==> src/rtl/mux_sel_sequencer_if.sv <==
// Parallel-load and serial-beat handshake bundle for mux_sel_sequencer.
// slave = sequencer side, master = producer/consumer side.
interface mux_sel_sequencer_if #(
  parameter int N = 2
);
  localparam int W = 2**N;

  logic [W-1:0] in_data;
  logic         in_valid;
  logic         in_ready;
  logic [W-1:0] mux_in;
  logic [N-1:0] mux_sel;
  logic         out_valid;
  logic         out_ready;
  logic         out_last;

  modport slave (
    input  in_data,
    input  in_valid,
    input  out_ready,
    output in_ready,
    output mux_in,
    output mux_sel,
    output out_valid,
    output out_last
  );

  modport master (
    output in_data,
    output in_valid,
    output out_ready,
    input  in_ready,
    input  mux_in,
    input  mux_sel,
    input  out_valid,
    input  out_last
  );
endinterface

==> src/rtl/mux_sel_sequencer.sv <==
// Holds a parallel word on a mux and walks its select one index per
// accepted beat, turning the mux output into a serial bitstream.
module mux_sel_sequencer #(
  parameter int N         = 2,
  parameter bit MSB_FIRST = 1'b0
) (
  input  logic                 clk,
  input  logic                 rst_n,
  input  logic                 flush,
  output logic                 busy,
  mux_sel_sequencer_if.slave   bus
);
  localparam int W = 2**N;
  localparam logic [N-1:0] ONE   = N'(1);
  localparam logic [N-1:0] TOP   = N'(W - 1);
  localparam logic [N-1:0] FIRST = MSB_FIRST ? TOP : '0;
  localparam logic [N-1:0] LASTI = MSB_FIRST ? '0 : TOP;

  typedef enum logic {IDLE, SHIFT} state_t;

  state_t       state_q, state_d;
  logic [W-1:0] data_q, data_d;
  logic [N-1:0] sel_q, sel_d;
  logic         xfer;
  logic         last;
  logic         accept;

  assign bus.mux_in    = data_q;
  assign bus.mux_sel   = sel_q;
  assign bus.out_valid = (state_q == SHIFT);
  assign busy          = (state_q == SHIFT);

  assign last         = (state_q == SHIFT) && (sel_q == LASTI);
  assign bus.out_last = last;
  assign xfer         = bus.out_valid & bus.out_ready;

  // The last transfer frees the holding register, so a new word can
  // load in the same cycle without an idle bubble.
  assign bus.in_ready = !flush &&
                        ((state_q == IDLE) || (xfer && last));
  assign accept       = bus.in_valid & bus.in_ready;

  always_comb begin
    state_d = state_q;
    data_d  = data_q;
    sel_d   = sel_q;
    if (flush) begin
      state_d = IDLE;
    end else if (accept) begin
      data_d  = bus.in_data;
      sel_d   = FIRST;
      state_d = SHIFT;
    end else if (xfer && last) begin
      state_d = IDLE;
    end else if (xfer) begin
      sel_d = MSB_FIRST ? sel_q - ONE : sel_q + ONE;
    end
  end

  always_ff @(posedge clk or negedge rst_n) begin
    if (!rst_n) begin
      state_q <= IDLE;
      data_q  <= '0;
      sel_q   <= '0;
    end else begin
      state_q <= state_d;
      data_q  <= data_d;
      sel_q   <= sel_d;
    end
  end
endmodule

==> src/flat_wrapper.sv <==
// flat-port wrapper written by rule: the top's interface ports become plain ports
module mux_sel_sequencer_flat 
#(
  parameter int N         = 2,
  parameter bit MSB_FIRST = 1'b0
)
  (clk, rst_n, flush, busy, bus_in_data, bus_in_valid, bus_out_ready, bus_in_ready, bus_mux_in, bus_mux_sel, bus_out_valid, bus_out_last);
  mux_sel_sequencer_if #(.N(N)) bus_i ();
  input  logic clk;
  input  logic rst_n;
  input  logic flush;
  output logic busy;
  input wire logic [$bits(bus_i.in_data)-1:0] bus_in_data;
  input wire logic [$bits(bus_i.in_valid)-1:0] bus_in_valid;
  input wire logic [$bits(bus_i.out_ready)-1:0] bus_out_ready;
  output wire logic [$bits(bus_i.in_ready)-1:0] bus_in_ready;
  output wire logic [$bits(bus_i.mux_in)-1:0] bus_mux_in;
  output wire logic [$bits(bus_i.mux_sel)-1:0] bus_mux_sel;
  output wire logic [$bits(bus_i.out_valid)-1:0] bus_out_valid;
  output wire logic [$bits(bus_i.out_last)-1:0] bus_out_last;
  assign bus_i.in_data = bus_in_data;
  assign bus_i.in_valid = bus_in_valid;
  assign bus_i.out_ready = bus_out_ready;
  assign bus_in_ready = bus_i.in_ready;
  assign bus_mux_in = bus_i.mux_in;
  assign bus_mux_sel = bus_i.mux_sel;
  assign bus_out_valid = bus_i.out_valid;
  assign bus_out_last = bus_i.out_last;
  mux_sel_sequencer #(.N(N), .MSB_FIRST(MSB_FIRST)) u_core (.clk(clk), .rst_n(rst_n), .flush(flush), .busy(busy), .bus(bus_i));
endmodule
==> config.mk <==
export PLATFORM = sky130hd
export DESIGN_NAME = mux_sel_sequencer_flat
export DESIGN_NICKNAME = d
export VERILOG_FILES = /design/src/rtl/mux_sel_sequencer_if.sv /design/src/rtl/mux_sel_sequencer.sv /design/src/flat_wrapper.sv
export SDC_FILE = /design/constraint.sdc
export NUM_CORES = 1
export LEC_CHECK = 0
export CORE_AREA = 2 2 39 41
export DETAILED_ROUTE_END_ITERATION = 10
export DIE_AREA = 0 0 41 43
export GPL_TIMING_DRIVEN = 0
export PLACE_DENSITY = 0.68
export RECOVER_POWER = 100
export SLEW_MARGIN = 30
export SYNTH_ARGS = -nofsm -noshare
export SYNTH_HDL_FRONTEND = slang
export SYNTH_SLANG_ARGS = --single-unit
==> constraint.sdc <==
create_clock -name clk -period 1.43 [get_ports clk]
set_input_delay 0.2145 -clock clk [delete_from_list [all_inputs] [get_ports clk]]
set_output_delay 0.2145 -clock clk [all_outputs]
set_load 0.02 [all_outputs]
## Yosys cells after proc, flatten, opt, wreduce, memory -nomap -nowiden

Cells that the tools add are included.

- Bits in registers: 7
- Bits of input ports: 9
- Word-level logic and storage cells: 25
- Output and inout port bits: 10

- Eq/ne operators: 2
- Reductions and logical operators: 9
- Muxes and demuxes: 6
- Bitwise logic cells: 4
- Add/subtract/negate cells: 1

Operators with widths:

| operator | number |
|---|---|
| 2-bit two-way mux | 3 |
| 1-bit logical AND | 3 |
| 1-bit two-way mux | 3 |
| 3-bit AND reduction | 1 |
| 3-bit nonzero test | 1 |
| 2-bit by 1-bit adder with 2-bit output, second input constant | 1 |
| 1-bit AND | 2 |
| 2-bit equality test, second input constant | 1 |
| 2-bit by 1-bit inequality test with 1-bit output, second input constant | 1 |
| 1-bit NOT | 2 |
| 2-bit AND reduction | 1 |
| 2-bit nonzero test | 1 |
| 1-bit logical NOT | 1 |
| 1-bit logical OR | 1 |

## Longest topological paths before layout

- Word-level depth: 8
- Gate-level depth with buffers: 4
- Gate-level depth less buffers: 4

## Worst setup path after synthesis

Ideal clock, no wire load.

- Path type: flip-flop to flip-flop
- From: reg u_core.sel_q[0] (netlist: u_core.bus.mux_sel[0])
- To: reg u_core.data_q[0] (netlist: u_core.bus.mux_in[0])
- Setup slack: -114 ps
- Arrival time: 1419 ps
- Data required time: 1305 ps
- Cell stages (with the launch flop): 5
- Path buffers: 0
- Period minus slack after synthesis: 1544 ps
- Setup time: 125 ps
- Cell sequence: dfrtp_1 > ha_1 > a21boi_4 > nor3b_4 > mux2_2

- Longest elaborated chain between the ends: 7

Ends and longest elaborated chain:

| item | line | RTL |
|---|---|---|
| from (decl) | mux_sel_sequencer.sv:23 | `logic [N-1:0] sel_q, sel_d;` |
| from (signal assigned) | mux_sel_sequencer.sv:68 | `sel_q <= sel_d;` |
| 2-bit equality test | mux_sel_sequencer.sv:33 | `assign last = (state_q == SHIFT) && (sel_q == LASTI);` |
| 1-bit logical AND | mux_sel_sequencer.sv:33 |  |
| 1-bit logical AND | mux_sel_sequencer.sv:40 | `((state_q == IDLE) \|\| (xfer && last));` |
| 1-bit logical OR | mux_sel_sequencer.sv:40 |  |
| 1-bit logical AND | mux_sel_sequencer.sv:39 | `assign bus.in_ready = !flush &&` |
| 1-bit AND | mux_sel_sequencer.sv:41 | `assign accept = bus.in_valid & bus.in_ready;` |
| 2-bit AND reduction (no source line) | - |  |
| to (signal assigned) | mux_sel_sequencer.sv:67 | `data_q <= data_d;` |
| to (decl) | mux_sel_sequencer.sv:22 | `logic [W-1:0] data_q, data_d;` |

No other way between the ends.
A chain may end at the register's enable or synchronous reset.

## Worst setup path in the final report

- From: reg u_core.sel_q[0] (netlist: u_core.bus.mux_sel[0])
- To: out bus_in_ready

- Longest elaborated chain between the ends: 5

Ends and longest elaborated chain:

| item | line | RTL |
|---|---|---|
| 2-bit equality test | mux_sel_sequencer.sv:33 |  |
| 1-bit logical AND | mux_sel_sequencer.sv:33 |  |
| 1-bit logical AND | mux_sel_sequencer.sv:40 |  |
| 1-bit logical OR | mux_sel_sequencer.sv:40 |  |
| 1-bit logical AND | mux_sel_sequencer.sv:39 |  |
| to (decl) | flat_wrapper.sv:16 | `output wire logic [$bits(bus_i.in_ready)-1:0] bus_in_ready;` |

No other way between the ends.

==> impl.org <==
** Critical path
- The number of buffers and inverters on the critical path is 1.
- Cell with the biggest individual delay on the critical path :: sky130_fd_sc_hd__dfrtp_2
- Grouping stages by cell kind, the critical path spends the most delay in flip-flops.
- STA classifies the critical path startpoint as a register.
- The setup path with the least slack is of type register to output port.
- For this run, the slowest stage of the critical path takes 430 ps.
- Data on the critical path arrives at its endpoint at 1250 ps.
- The worst setup path is captured at an output port.
- Cells traversed along the worst timing path :: ha_4 -> a21boi_4 -> nor2_1 -> buf_2
- Along the worst path, the maximum fanout reaches 3.
- For the worst setup path, the data required time is 1220 ps.

** STA
- Worst Slack Setup Final :: -33.3 ps
- The worst pin sits at a relative slew slack of 77.6%.
- Setup-failing EPs final :: 1
- Static timing analysis puts the maximum clock frequency at 683 MHz.
- Tightest hold margin :: 300 ps
- Clock Skews :: 2.25 ps
- Setup repair after global routing could not meet its margin everywhere.
- Final clock period utilization by the worst path :: 102%
- After layout, the minimum clock period comes to 1460 ps.
- Final Max Tran Viols :: 0
- The hold violation total from the final report is 0.
- For the pin with the worst max-slew slack, the measured transition is 336 ps.

** Final layout
- The top cell types in the final layout, fill and taps aside, are sky130_fd_sc_hd__dlygate4sd2_1 (8), sky130_fd_sc_hd__clkdlybuf4s50_1 (7), sky130_fd_sc_hd__dfrtp_1 (5).
- Net count reported at finish :: 61
- Fraction of final layout cells with drive strength greater than 1 :: 44.0%
- Once layout is complete, the cells apart from fillers number 66.
- The layout has 144 filler cells.
- The area growth from synthesis to layout is 78.7%.
- The library cell used most frequently in the layout, excluding fill and tap cells, is sky130_fd_sc_hd__dlygate4sd2_1.
- Final core utilization :: 43.3%
- Diodes inserted :: 0

** GRT
- The first global-routing pass estimated 1250 µm of wire.
- GRT Overall Usage :: 10.8%
- The via count of the first global-routing pass is 285.
- Initial antenna violation count :: 0
- Pin count of the biggest net entering global routing :: 8
- The total overflow left after global routing is 0.

** Clock tree
- H-Tree Depth :: 1
- Clock-pin slew was measured on the worst setup and hold paths at 50 ps.
- The root buffer cell chosen for the clock tree is sky130_fd_sc_hd__clkbuf_4.
- TritonCTS Buffers :: 3
- For the worst-skew pair, the clock arrives at the later sink with an insertion delay of 250 ps.
- TritonCTS built the clock tree.
- Worst-case clock buffer depth :: 2
- The clock drives 7 sinks.

** Floorplan
- Horiz. Die Dim :: 41 µm
- Height of the die :: 43 µm
- In this run the core area contains 14 standard-cell rows.
- The floorplan step defined a die boundary enclosing 1760 µm².
- Initial core utilization :: 24.2%
- In this run the standard cell core region covers 1380 µm².
- For this design the top-level I/O count stands at 19.

** Drt
- For this block, the initial DRC count from the detailed router was 0.
- After detailed routing, the number of remaining DRC violations is 0.
- Total length of routed met2 wires :: 326 µm
- After detailed routing, the number of vias per cell comes to 4.14.
- Routed signal wires occupy layers up through met3.
- The detailed router put a total of 327 µm of wire on met1.
- Wire length on met3 :: 92 µm
- Drt first pass iters :: 1
- Once detail routing completed, the nets flagged for antenna violations numbered 0.
- The routed design has 747 µm of wire.
- Vias post-DR :: 273
- In the final routed layout, each cell accounts on average for 11.3 µm.

** Logic synthesis
- Fraction of the mapped netlist area in adder cells :: 3.73%
- The biggest area contributor in the post-synthesis netlist is sky130_fd_sc_hd__dfrtp_1.
- Summing the areas of all xor and xnor instances in the mapped netlist gives 2.61% of the synthesized area.
- Area share of the largest cell type after synthesis :: 52.2%
- The synthesized design contains 7 register bits.
- Mux cell area share after synthesis :: 16.4%
- Synthesis handed over a netlist of 24 instances.
- Biggest area contributors in the synthesized netlist :: sky130_fd_sc_hd__dfrtp_1 (52%), sky130_fd_sc_hd__mux2_2 (13%), sky130_fd_sc_hd__a21boi_4 (5.6%)
- After synthesis, the largest family of logic cells by area is simple AND/OR/NAND/NOR gates.
- Netlist cell types :: 11
- Synth Cell Area :: 335 µm²
- Simple-gate share of the synthesized area :: 17.2%
- Average cell area after synthesis :: 14.0 µm²
- The Yosys step of the flow raised 0 warnings.
- Synth Area in Compound Gates :: 5.60%
- Synthesis produced a netlist with a net count of 34.
- For this run, the register share of the synthesized area comes to 52.2%.

** Outcome
- Status :: finished, violations left
- Violations in the final reports :: negative setup slack

** Placement
- Final HPWL DP :: 503 µm
- Total instance count after detailed placement :: 58
- Number of buffers added on ports :: 18
- Routability congestion estimate :: 0.622

** Pwr
- Cell area power density :: 1110 nW/µm²
- Worst IR drop on VDD :: 0.516 mV
- Leakage :: 0.275 nW

** Job
- The tool flagged a number of max-cap violations equal to 0.

** Hold path
- The tightest min-delay check is of the input pin to async pin type.
registers in the layout, summed over array words and instances, names as in the netlist:
register,cells
u_core.bus.out_valid,1
u_core.bus.mux_in,4
u_core.bus.mux_sel,2
synthesized netlist by cell type:
library cell,instances
sky130_fd_sc_hd__ha_1,1
sky130_fd_sc_hd__mux2i_1,1
sky130_fd_sc_hd__nor3b_4,1
sky130_fd_sc_hd__mux2_2,4
sky130_fd_sc_hd__xnor2_1,1
sky130_fd_sc_hd__buf_4,1
sky130_fd_sc_hd__a21boi_4,1
sky130_fd_sc_hd__and2_2,1
sky130_fd_sc_hd__nor2_1,5
sky130_fd_sc_hd__dfrtp_1,7
sky130_fd_sc_hd__and4bb_2,1
timing repair:
item	in CTS	in global routing
setup endpoints to repair	14	6
resized for setup	15	6
pin swaps	1	2
buffers inserted	2	2
hold buffers	0	0
area by class of cell:
class                   count  area, µm²  share of cell area, %
flip-flops and latches      7        178                   29.6
well taps                  16       20.0                   3.34
repair buffers             22        196                   32.8
plain buffers               1       7.51                   1.25
multi-input cells          16        171                   28.6
clock buffers               4       26.3                   4.38
where the power goes:
part	internal, mW	switching (mW)	leakage, nW
combinational	0.115	0.106	0.177
clock	0.106	0.0727	0.0150
sequential	0.237	0.0278	0.0833
total	0.458	0.206	0.275
worst paths after layout:
| check | start | end | slack (ps) | cells after the start |
|---|---|---|---|---|
| worst max-delay path | u_core.bus.mux_sel[0] | bus_in_ready | -30 | 4 |
| worst min-delay path | rst_n | u_core.bus.mux_in[0] | 300 | 1 |
| worst max register to register | u_core.bus.mux_sel[0] | u_core.bus.mux_in[3] | 10 | 5 |
| worst min register to register | u_core.bus.mux_in[3] | u_core.bus.mux_in[3] | 510 | 1 |
| max in group asynchronous | rst_n | u_core.bus.mux_sel[0] | 860 | 1 |
| min in group clk | u_core.bus.mux_in[3] | u_core.bus.mux_in[3] | 510 | 1 |
kinds of logic (layout without fill, tap and decap cells):
group / after synthesis / after routing
AO/OA/AOI/OAI: 1 / 1
flip-flops: 7 / 7
XOR/XNOR: 1 / 1
multiplexers: 5 / 5
adder cells (fa/ha/maj): 1 / 1
AND/OR/NAND/NOR: 8 / 8
buffers and inverters: 1 / 27
through the flow:
step / worst slack (ps) / TNS (ps) / instance area (µm²) / power (mW)
detailed placement: -292 / -1380 / 551 / 0.504
CTS: -131 / -131 / 578 / 0.672
finish: -33.3 / -33.3 / 599 / 0.664
global placement: -299 / -1350 / 551 / 0.503
global route: -91.8 / -158 / 599 / 0.711
floorplan: 7.80 / 0 / 350 / 0.383
routing by layer:
layer	GRT usage [%]	vias to the layer above
li1	-	135
met1	13.9	119
met2	14.4	19
met3	3.66	0
met4	8.00	0
met5	0	-
worst register-to-register path: cells and delay by family, from the launching register on:
family                     cells  cell delay, ps
muxes                          1             300
AOI/OAI and AO/OA              1             190
buffers and inverters          1             160
adders and majority gates      1             180
DFF                            1             430
and+or+nand+nor                1              60
Power figures use the tool's default switching activity.
==> variant 1, RTL diff (same settings) <==
`N` is set to 2 in 3 places; all go to 3.
--- a/src/rtl/mux_sel_sequencer_if.sv
+++ b/src/rtl/mux_sel_sequencer_if.sv
@@ -1,7 +1,7 @@
 // Parallel-load and serial-beat handshake bundle for mux_sel_sequencer.
 // slave = sequencer side, master = producer/consumer side.
 interface mux_sel_sequencer_if #(
-  parameter int N = 2
+  parameter int N = 3
 );
   localparam int W = 2**N;
 
--- a/src/rtl/mux_sel_sequencer.sv
+++ b/src/rtl/mux_sel_sequencer.sv
@@ -1,7 +1,7 @@
 // Holds a parallel word on a mux and walks its select one index per
 // accepted beat, turning the mux output into a serial bitstream.
 module mux_sel_sequencer #(
-  parameter int N         = 2,
+  parameter int N         = 3,
   parameter bit MSB_FIRST = 1'b0
 ) (
   input  logic                 clk,
--- a/src/flat_wrapper.sv
+++ b/src/flat_wrapper.sv
@@ -1,7 +1,7 @@
 // flat-port wrapper written by rule: the top's interface ports become plain ports
 module mux_sel_sequencer_flat 
 #(
-  parameter int N         = 2,
+  parameter int N         = 3,
   parameter bit MSB_FIRST = 1'b0
 )
   (clk, rst_n, flush, busy, bus_in_data, bus_in_valid, bus_out_ready, bus_in_ready, bus_mux_in, bus_mux_sel, bus_out_valid, bus_out_last);
Interface: changed (resized bus_in_data, bus_mux_in and bus_mux_sel); port bits go from 19 to 28. No check against the original RTL was run, so the function may have changed too.
==> variant 1 against the unedited design <==
- the flow still finishes with violations (setup timing)
- register-to-register slack worse by 0.15 ns
- sequential cell count grew 5
- synthesized area rose by 69%
- hold slack improved by 0.062 ns
- power is 60% higher
- worst setup slack worse by 0.17 ns
- wire length increased by 51%
- cell area increased by 60%
- largest cell class unchanged
- largest power group unchanged
==> variant 1: results (changes against the unedited design) <==
The run finished, with violations left. The final reports fail on setup timing. The proportion of layout cells with a drive suffix above 1 was 40.5% (-3.5 points); the async set or reset register ratio after synthesis was 100% (unchanged).

Length of the first detailed-routing pass in iterations: 2 (+1). The clock tree buffer depth was 2 (unchanged); the met2 layer usage reported by global route was 24.4% (+10 points). The tools report the synthesized net count as 52 (+53%). Total routing usage reported by global routing: 15.3% (+4.4 points). The largest clock skew in the final design was 0.00104 ns (-0.00120 ns). For the sequential element share of the synthesized area, the log shows 52.9% (+0.62 points).

The vias per cell came out at 4.66 (+13%). The run gives -1.72 ns (-1.68 ns) as the final setup TNS. Detailed router's first-iteration violation count: 4 (+4). The power per cell area was 1110 nW/um2 (about the same); the clock share of power was 25.0% (-2.0 points).

Via count of the first global-routing pass: 416 (+46%). Static leakage: 0.460 nW (+67%). Maximum number of pins on one net before global-route repair: 13 (+5). The run gives 3.66% (unchanged) as the met3 track demand over resource. The run gives 0.362 ns (+0.0618 ns) as the worst hold margin. In the synthesized netlist, the cells that appear most often are dfrtp_1, mux2_4, nor2_1. For the post-placement cell count, the log shows 80 (+38%). Net load switching power: 0.000311 W (+51%).

The number of cells on the worst reg-to-reg path came out at 6 (+1). The tools report the buffer cell driving the clock tree root as clkbuf_4. The run gives 13 (+12) as the setup violation total in the final timing report. Top metal layer carrying routed signals: met4. For the layout filler cell count, the log shows 110 (-24%). Flip-flop count of the largest register, all copies and words added: 8 (+4). The worst reg2reg path startpoint was u_core.bus.mux_sel[1]. The max-slew headroom at the worst pin was 64.2% (-13 points). The tools report the internal reg-to-reg setup slack as -0.14 ns (-0.15 ns).

Largest voltage drop on the vdd net: 0.628 mV (+22%). The data arrival at the endpoint of the critical path was 1.42 ns (+0.17 ns); the number of buffers inserted during clock tree synthesis was 3 (unchanged). The count of input and output buffers is 27 (+9), and the clock input transition at the sequential cells of the worst setup and hold paths is 0.07 ns (+0.02 ns). The number of antenna cells inserted was 0 (unchanged).

Among all flip-flop cells after synthesis, the most frequent one is dfrtp_1. The met3 layer wire length in the routed design is 109 um (+18%). For the number of cells produced by synthesis, the log shows 37 (+54%). The cell area reported after detailed placement came out at 886 um2 (+61%). The worst path setup slack after routing is -0.200 ns (-0.166 ns), and the final-stage net count is 90 (+48%). The reported sequential group power was 0.000441 W (+67%). The maximum fanout along the worst path was 2 (-1). Type of the tightest min-delay check: input pin to asynchronous set/reset pin.

The met1 capacity usage during global routing came out at 17.8% (+3.9 points). Capture point of the worst reg-to-reg path: u_core.bus.mux_sel[2]. The length of routed wiring on met1 is 436 um (+33%). The routed length on met2 came out at 571 um (+75%).

By area the synthesized netlist is led by dfrtp_1, mux2_4, ha_1. The run gives 13 (+2) as the unique cell type count in the Yosys netlist. For the global-route wire length before repair, the log shows 1770 um (+42%). Total wire length: 1130 um (+51%). The clock insertion delay at the later pin of the skew report was 0.27 ns (+0.02 ns); the routability congestion estimate was 0.586 (-5.7%).

The wire length per cell was 12.6 um (+11%).
[variant 1: layout make-up]
cell class                      count  share of cell area [%]
Sequential cell                    12                    31.6
Timing Repair Buffer               33                    31.2
Multi-Input combinational cell     23                    29.3
Clock buffer                        4                    3.79
Tap cell                           16                    2.09
Buffer                              2                    1.96
[variant 1: repair_timing]
item	4_1_cts	5_1_grt
pin swaps	5	2
buffers inserted	4	2
gates cloned	0	0
endpoints found under the setup margin	25	13
resized for setup	25	1
hold buffers	0	0
[variant 1: cells by family (layout without fill, tap and decap cells)]
kind of cell / count (synthesis) / after routing / synth area share [%]
flip-flops: 12 / 12 / 52.9
multiplexers: 10 / 10 / 24.0
AND/OR/NAND/NOR: 9 / 9 / 10.6
adder cells (fa/ha/maj): 2 / 2 / 4.40
buffers and inverters: 2 / 39 / 3.30
AO/OA/AOI/OAI: 1 / 1 / 3.30
XOR/XNOR: 1 / 1 / 1.54
[variant 1: worst max-delay path: stages (launching register included)]
cell and delay [ns]:
dfrtp_2 0.43, ha_4 0.17, ha_4 0.16, buf_4 0.13, and2_4 0.14, buf_6 0.12
[variant 1: metrics by stage]
step / util (%) / setup WS [ns]
after floorplan: - / -0.159
after global placement: 64.0 / -0.310
after detailed placement: 64.0 / -0.316
after CTS: 67.9 / -0.196
after global routing: 69.2 / -0.269
final: 69.2 / -0.200
[variant 1: worst max-delay path by stage]
| stage | to | slack [ns] | cells after the start |
|---|---|---|---|
| 6_report | bus_out_last | -0.20 | 5 |
| 2_1_floorplan | u_core.bus.mux_in[0] | -0.16 | 6 |
| 3_5_place_dp | bus_in_ready | -0.32 | 5 |
| 4_1_cts | bus_in_ready | -0.20 | 5 |
| 5_1_grt | bus_in_ready | -0.27 | 5 |
| 3_3_place_gp | bus_in_ready | -0.31 | 5 |
==> variant 2, RTL diff (config.mk and constraints unchanged) <==
Made on the original files. `data_q` no longer has a reset.
--- a/src/rtl/mux_sel_sequencer.sv
+++ b/src/rtl/mux_sel_sequencer.sv
@@ -60,13 +60,15 @@
   always_ff @(posedge clk or negedge rst_n) begin
     if (!rst_n) begin
       state_q <= IDLE;
-      data_q  <= '0;
       sel_q   <= '0;
     end else begin
       state_q <= state_d;
-      data_q  <= data_d;
       sel_q   <= sel_d;
     end
   end
+
+  always_ff @(posedge clk) begin
+    data_q <= data_d;
+  end
 endmodule
 
Behaviour: not the same (a bounded check fails within 4 cycles, from zero or initial values and one cycle with rst_n low).
==> variant 2 against the unedited design <==
- the flow still finishes with violations (setup timing)
- sequential power shrank 4%
- die area unchanged
- highest routed layer unchanged
- core utilization down 2.0 points
- wire length grew 0.80%
- power down 15%
- cell area fell by 4.6%
- synthesized area decreased by 6.0%
- maximum frequency rose by 0.57%
- critical path type unchanged
- worst setup slack better by 0.0083 ns
- clock skew about the same
- largest cell class is now sequential cells
- sequential cell count stayed put
- non-clock buffer count is 3 lower
==> variant 2: results (changes against the unedited design) <==
The run finished, with violations left. The final reports fail on setup timing. Sequential element share of the synthesized area: 61.9% (+9.7 points).

The maximum fanout along the worst path was 5 (+2); the worst hold margin was 0.227 ns (-0.0725 ns). The total routing usage reported by global routing is 9.82% (-1.0 points), and the maximum number of pins on one net before global-route repair is 8 (unchanged). The run gives 0.233 nW (-15%) as the static leakage. The met3 track demand over resource was 3.14% (-0.52 points); the number of flops mapped to enable cells by yosys was 4 (+4).

The unique cell type count in the Yosys netlist was 16 (+5); the largest voltage drop on the vdd net was 0.415 mV (-20%). The tools report the number of H-tree branching levels as 1 (unchanged). The length of routed wiring on met1 came out at 290 um (-11%).

The tools report the setup violation total in the final timing report as 1 (unchanged). The capture point of the worst reg-to-reg path is u_core.bus.mux_sel[0]. Worst path setup slack after routing: -0.0250 ns (+0.00829 ns).

The initial antenna violation count is 0 (unchanged). The total of cells resized after clock tree synthesis is 14 (-1), and the post-CTS repair timing setup buffer count is 0 (-2). Yosys attributes the largest share of cell area to edfxtp_1, dfrtp_1, and2_1.

The proportion of layout cells with a drive suffix above 1 was 31.9% (-12 points); the internal reg-to-reg setup slack was 0.05 ns (+0.04 ns). Slew of the pin with the lowest slew margin: 0.273 ns (-0.0624 ns). The pre-CTS setup slack is -0.375 ns (-0.0833 ns), and the total wire length is 753 um (+0.80%). The tools report the met3 layer wire length in the routed design as 77 um (-16%). The met2 layer usage reported by global route was 16.6% (+2.2 points); the routability congestion estimate was 0.617 (-0.72%). The clock reaches the later pin of the worst-skew pair after 0.24 ns. The number of synthesis warnings was 0 (unchanged). The largest clock skew in the final design was 0.00196 ns (-0.000289 ns). The via count of the first global-routing pass was 295 (+3.5%). The tools report the global-route wire length before repair as 1130 um (-9.4%).

The number of cells on the worst reg-to-reg path was 4 (-1); the vias per cell was 4.40 (+6.3%). The async set or reset register ratio after synthesis works out to 42.9% (-57 points). The met1 capacity usage during global routing is 9.57% (-4.3 points), and the detailed-route via count is 277 (+1.5%). By count the netlist is led by edfxtp_1, dfrtp_1, nor2_1. The run gives 0 (unchanged) as the number of antenna cells inserted. The routed length on met2 is 385 um (+18%), and the count of input and output buffers is 18 (unchanged). The flip-flop count of the largest register, all copies and words added is 4 (unchanged), and the number of cells produced by synthesis is 24 (unchanged).

For the final setup TNS, the log shows -0.0250 ns (+0.00829 ns). The run gives 544 um2 (-1.1%) as the cell area reported after detailed placement.
[variant 2: power by group]
| group | switching [W] | total, W | leakage, nW | internal [W] |
|---|---|---|---|---|
| Sequential | 0.0000195 | 0.000254 | 0.0720 | 0.000234 |
| Clock | 0.0000680 | 0.000174 | 0.0150 | 0.000106 |
| Combinational | 0.0000655 | 0.000138 | 0.146 | 0.0000727 |
| Total | 0.000153 | 0.000566 | 0.233 | 0.000413 |
[variant 2: cells by family (layout without fill, tap and decap cells)]
family                     count (synthesis)  in the layout  synth area share, %
and+or+nand+nor                            8              8                 16.7
DFF                                        7              7                 61.9
adders and majority gates                  1              1                 3.97
muxes                                      1              1                 3.17
buffers and inverters                      2             25                 3.57
AOI/OAI and AO/OA                          5              5                 10.7
[variant 2: layout make-up]
class                   instances  area [um2]
fillers                       146         812
flip-flops and latches          7         199
repair buffers                 19         173
multi-input cells              15         143
clock buffers                   4        26.3
well taps                      16        20.0
plain buffers                   1        7.51
inverters                       1        3.75
